### src/rtl/sync_fifo_ctrl_if.sv
// Producer/consumer handshake bundle for sync_fifo_ctrl.
// master drives the requests; slave is the FIFO.
interface sync_fifo_ctrl_if #(
  parameter int DATA_W = 8,
  parameter int ADDR_W = 3
);
  logic              wr_en;
  logic [DATA_W-1:0] wr_data;
  logic              wr_ack;
  logic              rd_en;
  logic [DATA_W-1:0] rd_data;
  logic              rd_valid;
  logic              full;
  logic              empty;
  logic              almost_full;
  logic              almost_empty;
  logic [ADDR_W:0]   count;
  logic [1:0]        wr_state;
  logic              overflow;
  logic              underflow;
  logic              clr_err;

  modport master (
    output wr_en, wr_data, rd_en, clr_err,
    input  wr_ack, rd_data, rd_valid, full, empty, almost_full, almost_empty,
           count, wr_state, overflow, underflow
  );

  modport slave (
    input  wr_en, wr_data, rd_en, clr_err,
    output wr_ack, rd_data, rd_valid, full, empty, almost_full, almost_empty,
           count, wr_state, overflow, underflow
  );
endinterface

### src/rtl/sync_fifo_ctrl.sv
// Single-clock FIFO with occupancy counter, threshold flags, sticky errors
// and an observational write-side state machine.
module sync_fifo_ctrl #(
  parameter int DATA_W    = 8,
  parameter int ADDR_W    = 3,
  parameter int AFULL_TH  = 6,
  parameter int AEMPTY_TH = 1
) (
  input logic            clk,
  input logic            arst,
  sync_fifo_ctrl_if.slave bus
);
  localparam int DEPTH = 1 << ADDR_W;
  localparam int CNT_W = ADDR_W + 1;
  localparam logic [CNT_W-1:0] DEPTH_C  = CNT_W'(DEPTH);
  localparam logic [CNT_W-1:0] AFULL_C  = CNT_W'(AFULL_TH);
  localparam logic [CNT_W-1:0] AEMPTY_C = CNT_W'(AEMPTY_TH);

  typedef enum logic [1:0] {
    ST_WAIT = 2'd0,
    ST_FULL = 2'd1,
    ST_PUSH = 2'd2
  } wr_state_t;

  logic [DATA_W-1:0] r_mem [DEPTH];
  logic [ADDR_W-1:0] r_wr_ptr;
  logic [ADDR_W-1:0] r_rd_ptr;
  logic [CNT_W-1:0]  r_count;
  logic [DATA_W-1:0] r_rd_data;
  logic              r_rd_valid;
  logic              r_overflow;
  logic              r_underflow;
  wr_state_t         r_wr_state;

  logic w_full;
  logic w_empty;
  logic w_acc_w;
  logic w_acc_r;

  // Flags come from the registered count, so accepts see start-of-cycle state.
  assign w_full  = (r_count == DEPTH_C);
  assign w_empty = (r_count == '0);
  assign w_acc_w = bus.wr_en & ~w_full;
  assign w_acc_r = bus.rd_en & ~w_empty;

  assign bus.wr_ack       = w_acc_w;
  assign bus.full         = w_full;
  assign bus.empty        = w_empty;
  assign bus.almost_full  = (r_count >= AFULL_C);
  assign bus.almost_empty = (r_count <= AEMPTY_C);
  assign bus.count        = r_count;
  assign bus.rd_data      = r_rd_data;
  assign bus.rd_valid     = r_rd_valid;
  assign bus.overflow     = r_overflow;
  assign bus.underflow    = r_underflow;
  assign bus.wr_state     = r_wr_state;

  // Storage is not reset; a write landing in a reset cycle is dropped.
  always_ff @(posedge clk) begin
    if (w_acc_w && !arst) begin
      r_mem[r_wr_ptr] <= bus.wr_data;
    end
  end

  always_ff @(posedge clk) begin
    if (arst) begin
      r_wr_ptr    <= '0;
      r_rd_ptr    <= '0;
      r_count     <= '0;
      r_rd_data   <= '0;
      r_rd_valid  <= 1'b0;
      r_overflow  <= 1'b0;
      r_underflow <= 1'b0;
    end else begin
      if (w_acc_w) r_wr_ptr <= r_wr_ptr + ADDR_W'(1);
      if (w_acc_r) begin
        r_rd_ptr  <= r_rd_ptr + ADDR_W'(1);
        r_rd_data <= r_mem[r_rd_ptr];
      end
      r_rd_valid <= w_acc_r;
      r_count    <= r_count + CNT_W'(w_acc_w) - CNT_W'(w_acc_r);

      // A new error event outranks a clear in the same cycle.
      if (bus.wr_en && w_full)       r_overflow  <= 1'b1;
      else if (bus.clr_err)          r_overflow  <= 1'b0;
      if (bus.rd_en && w_empty)      r_underflow <= 1'b1;
      else if (bus.clr_err)          r_underflow <= 1'b0;
    end
  end

  always_ff @(posedge clk) begin
    if (arst) begin
      r_wr_state <= ST_WAIT;
    end else begin
      case (r_wr_state)
        ST_WAIT, ST_FULL, ST_PUSH: begin
          if (w_full)          r_wr_state <= ST_FULL;
          else if (bus.wr_en)  r_wr_state <= ST_PUSH;
          else                 r_wr_state <= ST_WAIT;
        end
        default:               r_wr_state <= ST_WAIT;
      endcase
    end
  end
endmodule
### src/flat_wrapper.sv
// flat-port wrapper written by rule: the top's interface ports become plain ports
module sync_fifo_ctrl_flat 
#(
  parameter int DATA_W    = 8,
  parameter int ADDR_W    = 3,
  parameter int AFULL_TH  = 6,
  parameter int AEMPTY_TH = 1
)
  (clk, arst, bus_wr_en, bus_wr_data, bus_rd_en, bus_clr_err, bus_wr_ack, bus_rd_data, bus_rd_valid, bus_full, bus_empty, bus_almost_full, bus_almost_empty, bus_count, bus_wr_state, bus_overflow, bus_underflow);
  sync_fifo_ctrl_if #(.DATA_W(DATA_W), .ADDR_W(ADDR_W)) bus_i ();
  input logic clk;
  input logic arst;
  input wire logic [$bits(bus_i.wr_en)-1:0] bus_wr_en;
  input wire logic [$bits(bus_i.wr_data)-1:0] bus_wr_data;
  input wire logic [$bits(bus_i.rd_en)-1:0] bus_rd_en;
  input wire logic [$bits(bus_i.clr_err)-1:0] bus_clr_err;
  output wire logic [$bits(bus_i.wr_ack)-1:0] bus_wr_ack;
  output wire logic [$bits(bus_i.rd_data)-1:0] bus_rd_data;
  output wire logic [$bits(bus_i.rd_valid)-1:0] bus_rd_valid;
  output wire logic [$bits(bus_i.full)-1:0] bus_full;
  output wire logic [$bits(bus_i.empty)-1:0] bus_empty;
  output wire logic [$bits(bus_i.almost_full)-1:0] bus_almost_full;
  output wire logic [$bits(bus_i.almost_empty)-1:0] bus_almost_empty;
  output wire logic [$bits(bus_i.count)-1:0] bus_count;
  output wire logic [$bits(bus_i.wr_state)-1:0] bus_wr_state;
  output wire logic [$bits(bus_i.overflow)-1:0] bus_overflow;
  output wire logic [$bits(bus_i.underflow)-1:0] bus_underflow;
  assign bus_i.wr_en = bus_wr_en;
  assign bus_i.wr_data = bus_wr_data;
  assign bus_i.rd_en = bus_rd_en;
  assign bus_i.clr_err = bus_clr_err;
  assign bus_wr_ack = bus_i.wr_ack;
  assign bus_rd_data = bus_i.rd_data;
  assign bus_rd_valid = bus_i.rd_valid;
  assign bus_full = bus_i.full;
  assign bus_empty = bus_i.empty;
  assign bus_almost_full = bus_i.almost_full;
  assign bus_almost_empty = bus_i.almost_empty;
  assign bus_count = bus_i.count;
  assign bus_wr_state = bus_i.wr_state;
  assign bus_overflow = bus_i.overflow;
  assign bus_underflow = bus_i.underflow;
  sync_fifo_ctrl #(.DATA_W(DATA_W), .ADDR_W(ADDR_W), .AFULL_TH(AFULL_TH), .AEMPTY_TH(AEMPTY_TH)) u_core (.clk(clk), .arst(arst), .bus(bus_i));
endmodule
### config.mk
export PLATFORM = sky130hd
export DESIGN_NAME = sync_fifo_ctrl_flat
export DESIGN_NICKNAME = d
export VERILOG_FILES = /design/src/rtl/sync_fifo_ctrl_if.sv /design/src/rtl/sync_fifo_ctrl.sv /design/src/flat_wrapper.sv
export SDC_FILE = /design/constraint.sdc
export NUM_CORES = 1
export LEC_CHECK = 0
export ABC_AREA = 0
export CORE_ASPECT_RATIO = 0.7
export CORE_UTILIZATION = 25
export DETAILED_ROUTE_END_ITERATION = 12
export SKIP_CTS_REPAIR_TIMING = 1
export SLEW_MARGIN = 0
export SYNTH_ARGS = -nofsm -noshare
export SYNTH_HDL_FRONTEND = slang
export SYNTH_SLANG_ARGS = --single-unit
### constraint.sdc
create_clock -name clk -period 7.3 [get_ports clk]
set_input_delay 1.825 -clock clk [delete_from_list [all_inputs] [get_ports clk]]
set_output_delay 1.825 -clock clk [all_outputs]
set_load 0.005 [all_outputs]
==> metrics.md, run 1 <==
| Metric | Value |
|---|---|
| Result of the run | finished, final reports clean |
| Number of detailed-route iterations in the first pass | 4 |
| Via total after detailed routing | 1920 |
| Cell with the largest stage delay on the worst path | sky130_fd_sc_hd__clkdlybuf4s50_1 |
| Final Max Slew Viols | 0 |
| Worst rel slew slack | 19.1% |
| Number of cells traversed by the worst register-to-register path | 6 |
| Per-instance average area after synthesis | 15.0 sq um |
| Vias in the first global route | 1924 |
| Endpoints failing hold | 0 |
| Global router's overall resource usage | 10.3% |
| Critical Path Fanout Max | 6 |
| Longest Clk Path Bufs | 2 |
| Placed wire-length estimate | 4.45 mm |
| IO Count | 35 |
| Setup WS post-layout | 2.30 ns |
| Worst slew pin tran | 1.20 ns |
| Number of antenna violations at the first check in global routing | 0 |
| Max-cap viol count | 0 |
| Maximum number of pins on one net before global-route repair | 35 |
| Endpoint of the worst hold path | u_core.bus.rd_data[5] |
| Seq pwr share | 45.4% |
| Cell area after synthesis | 3480 sq um |
| Overall power of the completed layout | 1.43 mW |
| Source of the worst hold timing path | u_core.bus.rd_data[5] |
| Final critical path time including I/O delays and setup | 5.00 ns |
| Die X-Extent | 143 um |
| Routed WL | 6.74 mm |
| GRT met3 Usage | 3.66% |
| Peak supply drop | 0.0929 mV |
| Internal portion of total power | 1.05 mW |
| Sink count of the clock tree | 87 |
| Sw Share | 26.9% |
| Routability-driven placement congestion ratio | 0.719 |
| Power Dens Cells | 333 nW/um^2 |
| Share of power burned in combinational logic | 23.8% |
| M1 GR Usage | 13.5% |
| First-iteration detailed-routing DRC count | 87 |
| IO buf count | 34 |
| Critical Path, Cell by Cell | clkdlybuf4s50_1 > nand2_1 > inv_1 > clkdlybuf4s50_1 |
| Clock root buffer | sky130_fd_sc_hd__clkbuf_16 |
| Final Skew | 0.00613 ns |
| Ratio of cells with drive above 1 in the final layout | 8.06% |
| Final routed wire length divided by cell count | 14.7 um |
| Crit path buf inv count | 3 |
| Final setup viols | 0 |
| Data required, critical path | 5.48 ns |
| Final instance count without filler cells | 458 |
| GR Util met2 | 15.5% |
| Remaining number of nets flagged by the antenna check after routing | 0 |
| Clock tree from TritonCTS | yes |
| Avg Vias per Cell | 4.19 |
| Cell count of the worst hold path | 1 |
| RSZ-0062 raised after global routing | false |
| Drt drc | 0 |
| Clock slew at the register clock pins of the worst setup and hold paths | 0.06 ns |
| Setup slack of the worst register-to-register path | 4.41 ns |
| Floorplan Core Area | 13400 sq um |
| Syn. warnings | 0 |
| Most frequent cell on the critical path | sky130_fd_sc_hd__clkdlybuf4s50_1 |
| Final Cycle Share | 68.5% |
| Type of the tightest min-delay check | reg2reg |
| Switching power | 386 uW |
| Largest stage delay on the critical path | 0.57 ns |
| GRT overflow | 0 |
| Post-placement worst setup slack | 2.29 ns |
| Origin of the critical flop-to-flop path | u_core.bus.count[2] |
| Wire length of the first global-routing pass | 10.6 mm |
| Yosys cell types | 31 |
| Setup total negative slack | 0 ns |
| Worst EP arrival | 3.17 ns |
| Top Usage Layer GRT | met2 |
| Gate Count Post-Synth | 233 |
| Standard-cell rows | 35 |
| Max Fclk | 200 MHz |
| Part of the total power dissipated in the clock network | 30.8% |
| Skew-Pair Late Insertion Delay | 0.34 ns |
| Synthesis-stage register bit count | 87 |
| Worst path top cell family by delay | buffers and inverters |
| Sequential element share of the synthesized area | 68.4% |
| Level count of the clock H-tree | 3 |
| Syn_nets | 257 |
| Height of the die | 101 um |
| Die ar. | 14400 sq um |
| Initial core utilization | 26.1% |
| Inst Count DP | 442 |
| Crit. End Element | output pin |
| Diodes inserted | 0 |
| CP Depth | 4 |
| Total leakage power | 1.46 nW |
| Post-synthesis to final-layout area growth | 23.4% |
| TritonCTS Buffers | 9 |
| Critical register-to-register path endpoint | u_core.r_mem[0][7] |
| Post-layout net count | 292 |
| Worst Setup Path Type | in2out |
| Sort of element at the start of the critical path | input port |
[Yosys cell counts, drive strengths merged]
master | count | area, sq um
a21o | 2 | 15.0
nand2 | 5 | 18.8
buf | 10 | 58.8
dfxtp | 23 | 460
fa | 1 | 20.0
nor2b | 6 | 45.0
edfxtp | 64 | 1920
nor3 | 2 | 10.0
or4b | 1 | 10.0
nand4b | 1 | 8.76
nand3 | 3 | 15.0
and2 | 2 | 15.0
xnor2 | 2 | 17.5
inv | 9 | 33.8
a21oi | 6 | 30.0
mux2i | 33 | 330
nor2 | 20 | 77.6
a32o | 8 | 80.1
xor2 | 4 | 35.0
nand2b | 2 | 12.5
clkbuf | 1 | 3.75
ha | 10 | 125
a22oi | 16 | 120
or3b | 2 | 20.0
[through the flow]
step,util (%),cell area [sq um],hold WS [ns]
6_report,32.2,4300,0.470
4_1_cts,32.2,4300,0.473
3_5_place_dp,30.0,4000,0.459
3_3_place_gp,30.0,4000,0.456
2_1_floorplan,-,3480,0.466
5_1_grt,32.2,4300,0.490
[state kept, by name, summed over array words and instances (netlist names)]
register and flops:
u_core.r_mem 64, u_core.bus.rd_data 8, u_core.bus.count 4, u_core.r_rd_ptr 3, u_core.r_wr_ptr 3, u_core.bus.wr_state 2, u_core.bus.overflow 1, u_core.bus.rd_valid 1
u_core.bus.underflow 1
[final cells by class]
| type | count | area (sq um) |
|---|---|---|
| clock buffer | 13 | 282 |
| clock inverter | 3 | 15.0 |
| fill | 1306 | 9060 |
| inverter | 9 | 33.8 |
| multi-input combinational | 126 | 1010 |
| sequential | 87 | 2380 |
| tap | 185 | 231 |
| timing repair buffer | 35 | 348 |
[worst max path at each step]
stage | from | end | slack (ns)
after global placement | bus_wr_en | bus_wr_ack | 2.34
after detailed placement | bus_wr_en | bus_wr_ack | 2.29
after CTS | bus_wr_en | bus_wr_ack | 2.28
after floorplan | bus_wr_en | bus_wr_ack | 3.47
after global routing | bus_wr_en | bus_wr_ack | 2.23
final | bus_wr_en | bus_wr_ack | 2.30
[cells in the final DEF, fill, tap and decap left out, types with 4 or more instances in the layout]
cell type / Yosys / layout
sky130_fd_sc_hd__ha_1: 10 / 10
sky130_fd_sc_hd__dfxtp_1: 23 / 22
sky130_fd_sc_hd__a32o_1: 8 / 8
sky130_fd_sc_hd__nor2b_1: 5 / 5
sky130_fd_sc_hd__inv_1: 8 / 8
sky130_fd_sc_hd__clkbuf_16: 0 / 10
sky130_fd_sc_hd__nand2_1: 5 / 5
sky130_fd_sc_hd__xor2_1: 4 / 4
sky130_fd_sc_hd__a21oi_1: 6 / 6
sky130_fd_sc_hd__clkdlybuf4s50_1: 0 / 34
sky130_fd_sc_hd__a22oi_1: 16 / 16
sky130_fd_sc_hd__nor2_1: 19 / 19
sky130_fd_sc_hd__mux2i_1: 33 / 33
sky130_fd_sc_hd__edfxtp_1: 64 / 64
[power groups by stage]
stage,Combinational [mW],Sequential (mW),Clock (mW)
after floorplan,0.247,0.616,0
after global placement,0.339,0.661,0
after detailed placement,0.344,0.663,0
after CTS,0.346,0.653,0.451
after global routing,0.378,0.661,0.475
final,0.341,0.651,0.442
[cell families after synthesis]
logic type,count (synthesis),share of synthesized area [%]
simple gates,44,6.68
mux,33,9.48
xor+xnor,6,1.51
buf+inv,20,2.76
compound gates,32,7.04
flops,87,68.4
fa+ha+maj,11,4.17
[metal layers]
layer  wire length (um)  part of all wire (%)
met1               3320                    49
met2               2950                    44
met3                354                   5.3
met4                114                   1.7
met5                  0                     0
Note: power is estimated with default switching activity, not from simulation.
==> run 2, diff against run 1 <==
clock period = 5.13 ns   (was 7.3 ns; I/O delays follow)
==> metrics.md, run 2 (synthesized netlist as in run 1, its figures left out) <==
| Metric | Value |
|---|---|
| Result of the run | finished, final reports clean |
| Final routed wire length divided by cell count | 15.3 um (+4.1%) |
| Max-cap viol count | 0 (unchanged) |
| Share of power burned in combinational logic | 24.7% (+0.9 points) |
| Via total after detailed routing | 1985 (+3.4%) |
| Maximum number of pins on one net before global-route repair | 35 (unchanged) |
| Crit. End Element | output pin |
| Longest Clk Path Bufs | 2 (unchanged) |
| Data required, critical path | 3.85 ns (-1.63 ns) |
| Remaining number of nets flagged by the antenna check after routing | 0 (unchanged) |
| Seq pwr share | 46.6% (+1.2 points) |
| Diodes inserted | 0 (unchanged) |
| Wire length of the first global-routing pass | 11.1 mm (+5.1%) |
| Worst rel slew slack | 27.2% (+8.1 points) |
| Post-layout net count | 294 (+0.68%) |
| Worst slew pin tran | 1.09 ns (-0.112 ns) |
| Final Skew | 0.00563 ns (-0.000503 ns) |
| Routability-driven placement congestion ratio | 0.690 (-4.0%) |
| Placed wire-length estimate | 4.64 mm (+4.2%) |
| Peak supply drop | 0.145 mV (+56%) |
| Standard-cell rows | 35 (unchanged) |
| Avg Vias per Cell | 4.32 (+2.9%) |
| First-iteration detailed-routing DRC count | 113 (+30%) |
| Switching power | 550 uW (+42%) |
| Drt drc | 0 (unchanged) |
| GRT overflow | 0 (unchanged) |
| Clock tree from TritonCTS | yes |
| IO Count | 35 (unchanged) |
| Final critical path time including I/O delays and setup | 3.91 ns |
| Max Fclk | 256 MHz |
| Register ranked first by flip-flop count | u_core.r_mem |
| Most frequent cells in the layout | sky130_fd_sc_hd__edfxtp_1 (64), sky130_fd_sc_hd__clkdlybuf4s50_1 (34), sky130_fd_sc_hd__mux2i_1 (33) |
| Number of antenna violations at the first check in global routing | 0 (unchanged) |
| Ratio of cells with drive above 1 in the final layout | 7.27% (-0.79 points) |
| Flip-flop count of the largest register after layout | 64 (unchanged) |
| Internal portion of total power | 1.44 mW (+37%) |
| Clock root buffer | sky130_fd_sc_hd__clkbuf_16 |
| Filler cells | 1323 (+1.3%) |
| Routed WL | 7.04 mm (+4.6%) |
| Number of detailed-route iterations in the first pass | 4 (unchanged) |
| Post-synthesis to final-layout area growth | 22.6% |
| Sw Share | 27.7% (+0.72 points) |
| Final setup viols | 0 (unchanged) |
| Vias in the first global route | 2070 (+7.6%) |
| Most frequent standard cell in the layout excluding fill and tap cells | sky130_fd_sc_hd__edfxtp_1 |
| Level count of the clock H-tree | 3 (unchanged) |
| Type of the tightest min-delay check | reg2reg |
| Final Max Slew Viols | 0 (unchanged) |
| Height of the die | 101 um (unchanged) |
| Clock slew at the register clock pins of the worst setup and hold paths | 0.05 ns (about the same) |
| Sort of element at the start of the critical path | input port |
| Setup total negative slack | 0 ns (unchanged) |
| Die X-Extent | 143 um (unchanged) |
| Worst Setup Path Type | in2out |
| Endpoints failing hold | 0 (unchanged) |
| Worst EP arrival | 2.63 ns (-0.54 ns) |
| Initial core utilization | 26.1% (unchanged) |
| Skew-Pair Late Insertion Delay | 0.34 ns (about the same) |
| Part of the total power dissipated in the clock network | 28.7% (-2.1 points) |
| Die ar. | 14400 sq um (unchanged) |
| Global router's overall resource usage | 10.7% (+0.34 points) |
| TritonCTS Buffers | 9 (unchanged) |
| RSZ-0062 raised after global routing | false |
| IO buf count | 34 (unchanged) |
| Power Dens Cells | 465 nW/um^2 (+40%) |
| Critical Path Fanout Max | 6 (unchanged) |
| Sink count of the clock tree | 87 (unchanged) |
| Floorplan Core Area | 13400 sq um (unchanged) |
| Total leakage power | 1.44 nW (-1.1%) |
| Final instance count without filler cells | 460 (+0.44%) |
| Inst Count DP | 444 (+0.45%) |
| Final Cycle Share | 76.3% |
run 2: cell types whose count changed in the layout (fill, tap and decap cells not counted), sizes merged:
cell	before	now
clkbuf	13	14
buf	1	3
clkinv	3	2
run 2: path summary, 6_finish.rpt:
kind / startpoint / to / slack (ns) / cells after the start
worst max-delay path: bus_wr_en / bus_wr_ack / 1.22 / 4
worst min-delay path: u_core.bus.rd_data[2] / u_core.bus.rd_data[2] / 0.47 / 1
worst max register to register: u_core.bus.count[2] / u_core.r_mem[6][6] / 2.45 / 6
worst min register to register: u_core.bus.rd_data[2] / u_core.bus.rd_data[2] / 0.47 / 1
run 2: worst max-delay path, cell delays in order:
cell and delay [ns]:
sky130_fd_sc_hd__clkdlybuf4s50_1 0.57, sky130_fd_sc_hd__nand2_1 0.19, sky130_fd_sc_hd__inv_1 0.09, sky130_fd_sc_hd__clkdlybuf4s50_1 0.49
run 2: layout make-up:
cell class / instances / area [sq um] / area share (%)
Clock inverter: 2 / 10.0 / 0.234
Timing Repair Buffer: 37 / 363 / 8.49
Tap cell: 185 / 231 / 5.42
Clock buffer: 14 / 244 / 5.71
Sequential cell: 87 / 2380 / 55.8
Multi-Input combinational cell: 126 / 1010 / 23.5
Inverter: 9 / 33.8 / 0.791
run 2: per-stage QoR:
step                      instance area (sq um)  util, %  total power [mW]  hold WS, ns  setup slack, ns
after detailed placement                   4020     30.1              1.44        0.458             1.20
after global placement                     4020     30.1              1.43        0.455             1.25
after floorplan                            3480        -              1.23        0.466             2.28
after CTS                                  4270     32.0              2.01        0.470             1.21
after global routing                       4270     32.0              2.10        0.480             1.13
final                                      4270     32.0              1.99        0.466             1.22
run 2: power groups by stage:
stage	logic [mW]	clock network, mW	registers [mW]
after floorplan	0.352	0	0.876
after global placement	0.486	0	0.940
after detailed placement	0.495	0	0.944
after CTS	0.499	0.583	0.929
after global routing	0.548	0.610	0.939
final	0.491	0.571	0.925
run 2: layer usage:
metal / vias to the layer above / track usage, % / part of all wire, %
met5: - / 0 / 0
met4: 0 / 4.63 / 1.9
met3: 12 / 3.09 / 4.1
met2: 38 / 16.8 / 45
met1: 985 / 13.6 / 49
li1: 950 / - / -
==> run 3, diff against run 2 <==
clock period = 3.3 ns   (was 5.13 ns; I/O delays follow)
==> metrics.md, run 3 (synthesized netlist as in run 1, its figures left out) <==
| Metric | Value |
|---|---|
| Result of the run | finished, final reports clean |
| Critical Path Sink | bus_wr_ack |
| Flip-flop count of the largest register after layout | 64 (unchanged) |
| Die ar. | 14400 sq um (unchanged) |
| Post-synthesis to final-layout area growth | 27.2% |
| Setup crit start | bus_wr_en |
| Fraction of the core area covered by cells at the end of the flow | 33.2% (+1.2 points) |
| Height of the die | 101 um (unchanged) |
| Setup slack of the worst register-to-register path | 0.75 ns (-1.70 ns) |
| GRT overflow | 0 (unchanged) |
| Routability-driven placement congestion ratio | 0.724 (+4.9%) |
| Data required, critical path | 2.47 ns (-1.38 ns) |
| Remaining number of nets flagged by the antenna check after routing | 0 (unchanged) |
| Post-layout net count | 300 (+2.0%) |
| RSZ-0062 raised after global routing | false |
| Final critical path time including I/O delays and setup | 3.02 ns |
| Final Skew | 0.00909 ns (+0.00346 ns) |
| Critical register-to-register path endpoint | u_core.bus.count[2] |
| Longest Clk Path Bufs | 2 (unchanged) |
| Total leakage power | 1.52 nW (+5.9%) |
| Final routed wire length divided by cell count | 14.7 um (-4.0%) |
| Placed wire-length estimate | 4.43 mm (-4.4%) |
| Max-cap viol count | 0 (unchanged) |
| Largest stage delay on the critical path | 0.58 ns (about the same) |
| Peak supply drop | 0.254 mV (+76%) |
| Initial core utilization | 26.1% (unchanged) |
| Register ranked first by flip-flop count | u_core.r_mem |
| Most frequent cell on the critical path | sky130_fd_sc_hd__clkdlybuf4s50_1 |
| Floorplan Core Area | 13400 sq um (unchanged) |
| Worst EP arrival | 2.20 ns (-0.43 ns) |
| Die X-Extent | 143 um (unchanged) |
| Type of the tightest min-delay check | reg2reg |
| Level count of the clock H-tree | 3 (unchanged) |
| Diodes inserted | 0 (unchanged) |
| Final Max Slew Viols | 0 (unchanged) |
| Clock slew at the register clock pins of the worst setup and hold paths | 0.06 ns (about the same) |
| Ratio of cells with drive above 1 in the final layout | 10.7% (+3.4 points) |
| Cell with the largest stage delay on the worst path | sky130_fd_sc_hd__clkdlybuf4s50_1 |
| Sort of element at the start of the critical path | input port |
| Via total after detailed routing | 1953 (-1.6%) |
| Critical Path Fanout Max | 6 (unchanged) |
| Wire length of the first global-routing pass | 10.7 mm (-3.6%) |
| Number of detailed-route iterations in the first pass | 4 (unchanged) |
| Final Cycle Share | 91.5% |
| Critical Path, Cell by Cell | clkdlybuf4s50_1 > nand2_1 > inv_1 > clkdlybuf4s50_1 |
| Skew-Pair Late Insertion Delay | 0.34 ns (about the same) |
| Filler cells | 1294 (-2.2%) |
| Routed WL | 6.85 mm (-2.7%) |
| Clock root buffer | sky130_fd_sc_hd__clkbuf_16 |
| Clock tree from TritonCTS | yes |
| Vias in the first global route | 1977 (-4.5%) |
| Worst slew pin tran | 1.06 ns (-0.0311 ns) |
| First-iteration detailed-routing DRC count | 122 (+8.0%) |
| Number of antenna violations at the first check in global routing | 0 (unchanged) |
| Drt drc | 0 (unchanged) |
| Sink count of the clock tree | 87 (unchanged) |
| Power Dens Cells | 774 nW/um^2 (+66%) |
| Setup total negative slack | 0 ns (unchanged) |
| Standard-cell rows | 35 (unchanged) |
| TritonCTS Buffers | 9 (unchanged) |
| Origin of the critical flop-to-flop path | u_core.bus.count[2] |
| Worst Setup Path Type | in2out |
| Final setup viols | 0 (unchanged) |
| Worst rel slew slack | 29.3% (+2.1 points) |
| IO Count | 35 (unchanged) |
| Avg Vias per Cell | 4.19 (-2.9%) |
| Most frequent standard cell in the layout excluding fill and tap cells | sky130_fd_sc_hd__edfxtp_1 |
| Multi-input gate area | 1010 sq um (unchanged) |
| Crit. End Element | output pin |
| Endpoints failing hold | 0 (unchanged) |
| Global router's overall resource usage | 10.4% (-0.25 points) |
| Max Fclk | 331 MHz |
| FF+latch area | 2380 sq um (unchanged) |
| IO buf count | 34 (unchanged) |
| Most frequent cells in the layout | sky130_fd_sc_hd__edfxtp_1 (64), sky130_fd_sc_hd__clkdlybuf4s50_1 (34), sky130_fd_sc_hd__mux2i_1 (33) |
| Maximum number of pins on one net before global-route repair | 35 (unchanged) |
| Number of cells traversed by the worst register-to-register path | 11 (+5) |
-- run 3: changes by cell type in the layout (fill, tap and decap cells not counted), moves of 2 or more --
cell	previous run	this run
sky130_fd_sc_hd__buf_4	3	9
sky130_fd_sc_hd__clkbuf_1	5	0
sky130_fd_sc_hd__bufinv_16	0	4
sky130_fd_sc_hd__clkinv_2	2	0
-- run 3: critical path: cells and delay by family --
family / cells / cell delay, ns
buffers and inverters: 3 / 1.17
AND/OR/NAND/NOR: 1 / 0.20
-- run 3: worst min path at each step --
| stage | to | depth (start not counted) | startpoint |
|---|---|---|---|
| final | u_core.bus.rd_data[7] | 1 | u_core.bus.rd_data[7] |
| after global routing | u_core.bus.rd_data[4] | 1 | u_core.bus.rd_data[4] |
| after CTS | u_core.bus.rd_data[7] | 1 | u_core.bus.rd_data[7] |
| after detailed placement | u_core.bus.rd_data[7] | 1 | u_core.bus.rd_data[7] |
| after global placement | u_core.bus.rd_data[6] | 1 | u_core.bus.rd_data[6] |
| after floorplan | u_core.bus.rd_data[0] | 1 | u_core.bus.rd_data[0] |
-- run 3: cell type report --
class	count	share of cell area [%]
Clock buffer	10	5.39
Clock inverter	6	2.96
Inverter	9	0.762
Multi-Input combinational cell	126	22.7
Sequential cell	87	53.8
Tap cell	185	5.22
Timing Repair Buffer	43	9.20
-- run 3: metal layers --
metal	vias up	track usage, %	routed length (um)
met5	-	0	0
met4	0	5.29	136
met3	11	3.56	309
met2	37	15.8	3120
met1	951	13.2	3290
li1	954	-	-
-- run 3: per-stage QoR --
step	cells	instance area (sq um)	power, mW	setup WS [ns]	hold WS (ns)
after global routing	466	4430	3.60	0.165	0.503
after floorplan	233	3480	1.91	0.826	0.466
after detailed placement	450	4060	2.23	0.267	0.458
after CTS	466	4430	3.46	0.266	0.472
final	466	4430	3.43	0.279	0.465
after global placement	450	4060	2.21	0.314	0.456
-- run 3: power breakdown --
group	switching [mW]	internal, mW
registers	0.159	1.28
clock network	0.394	0.833
logic	0.315	0.448
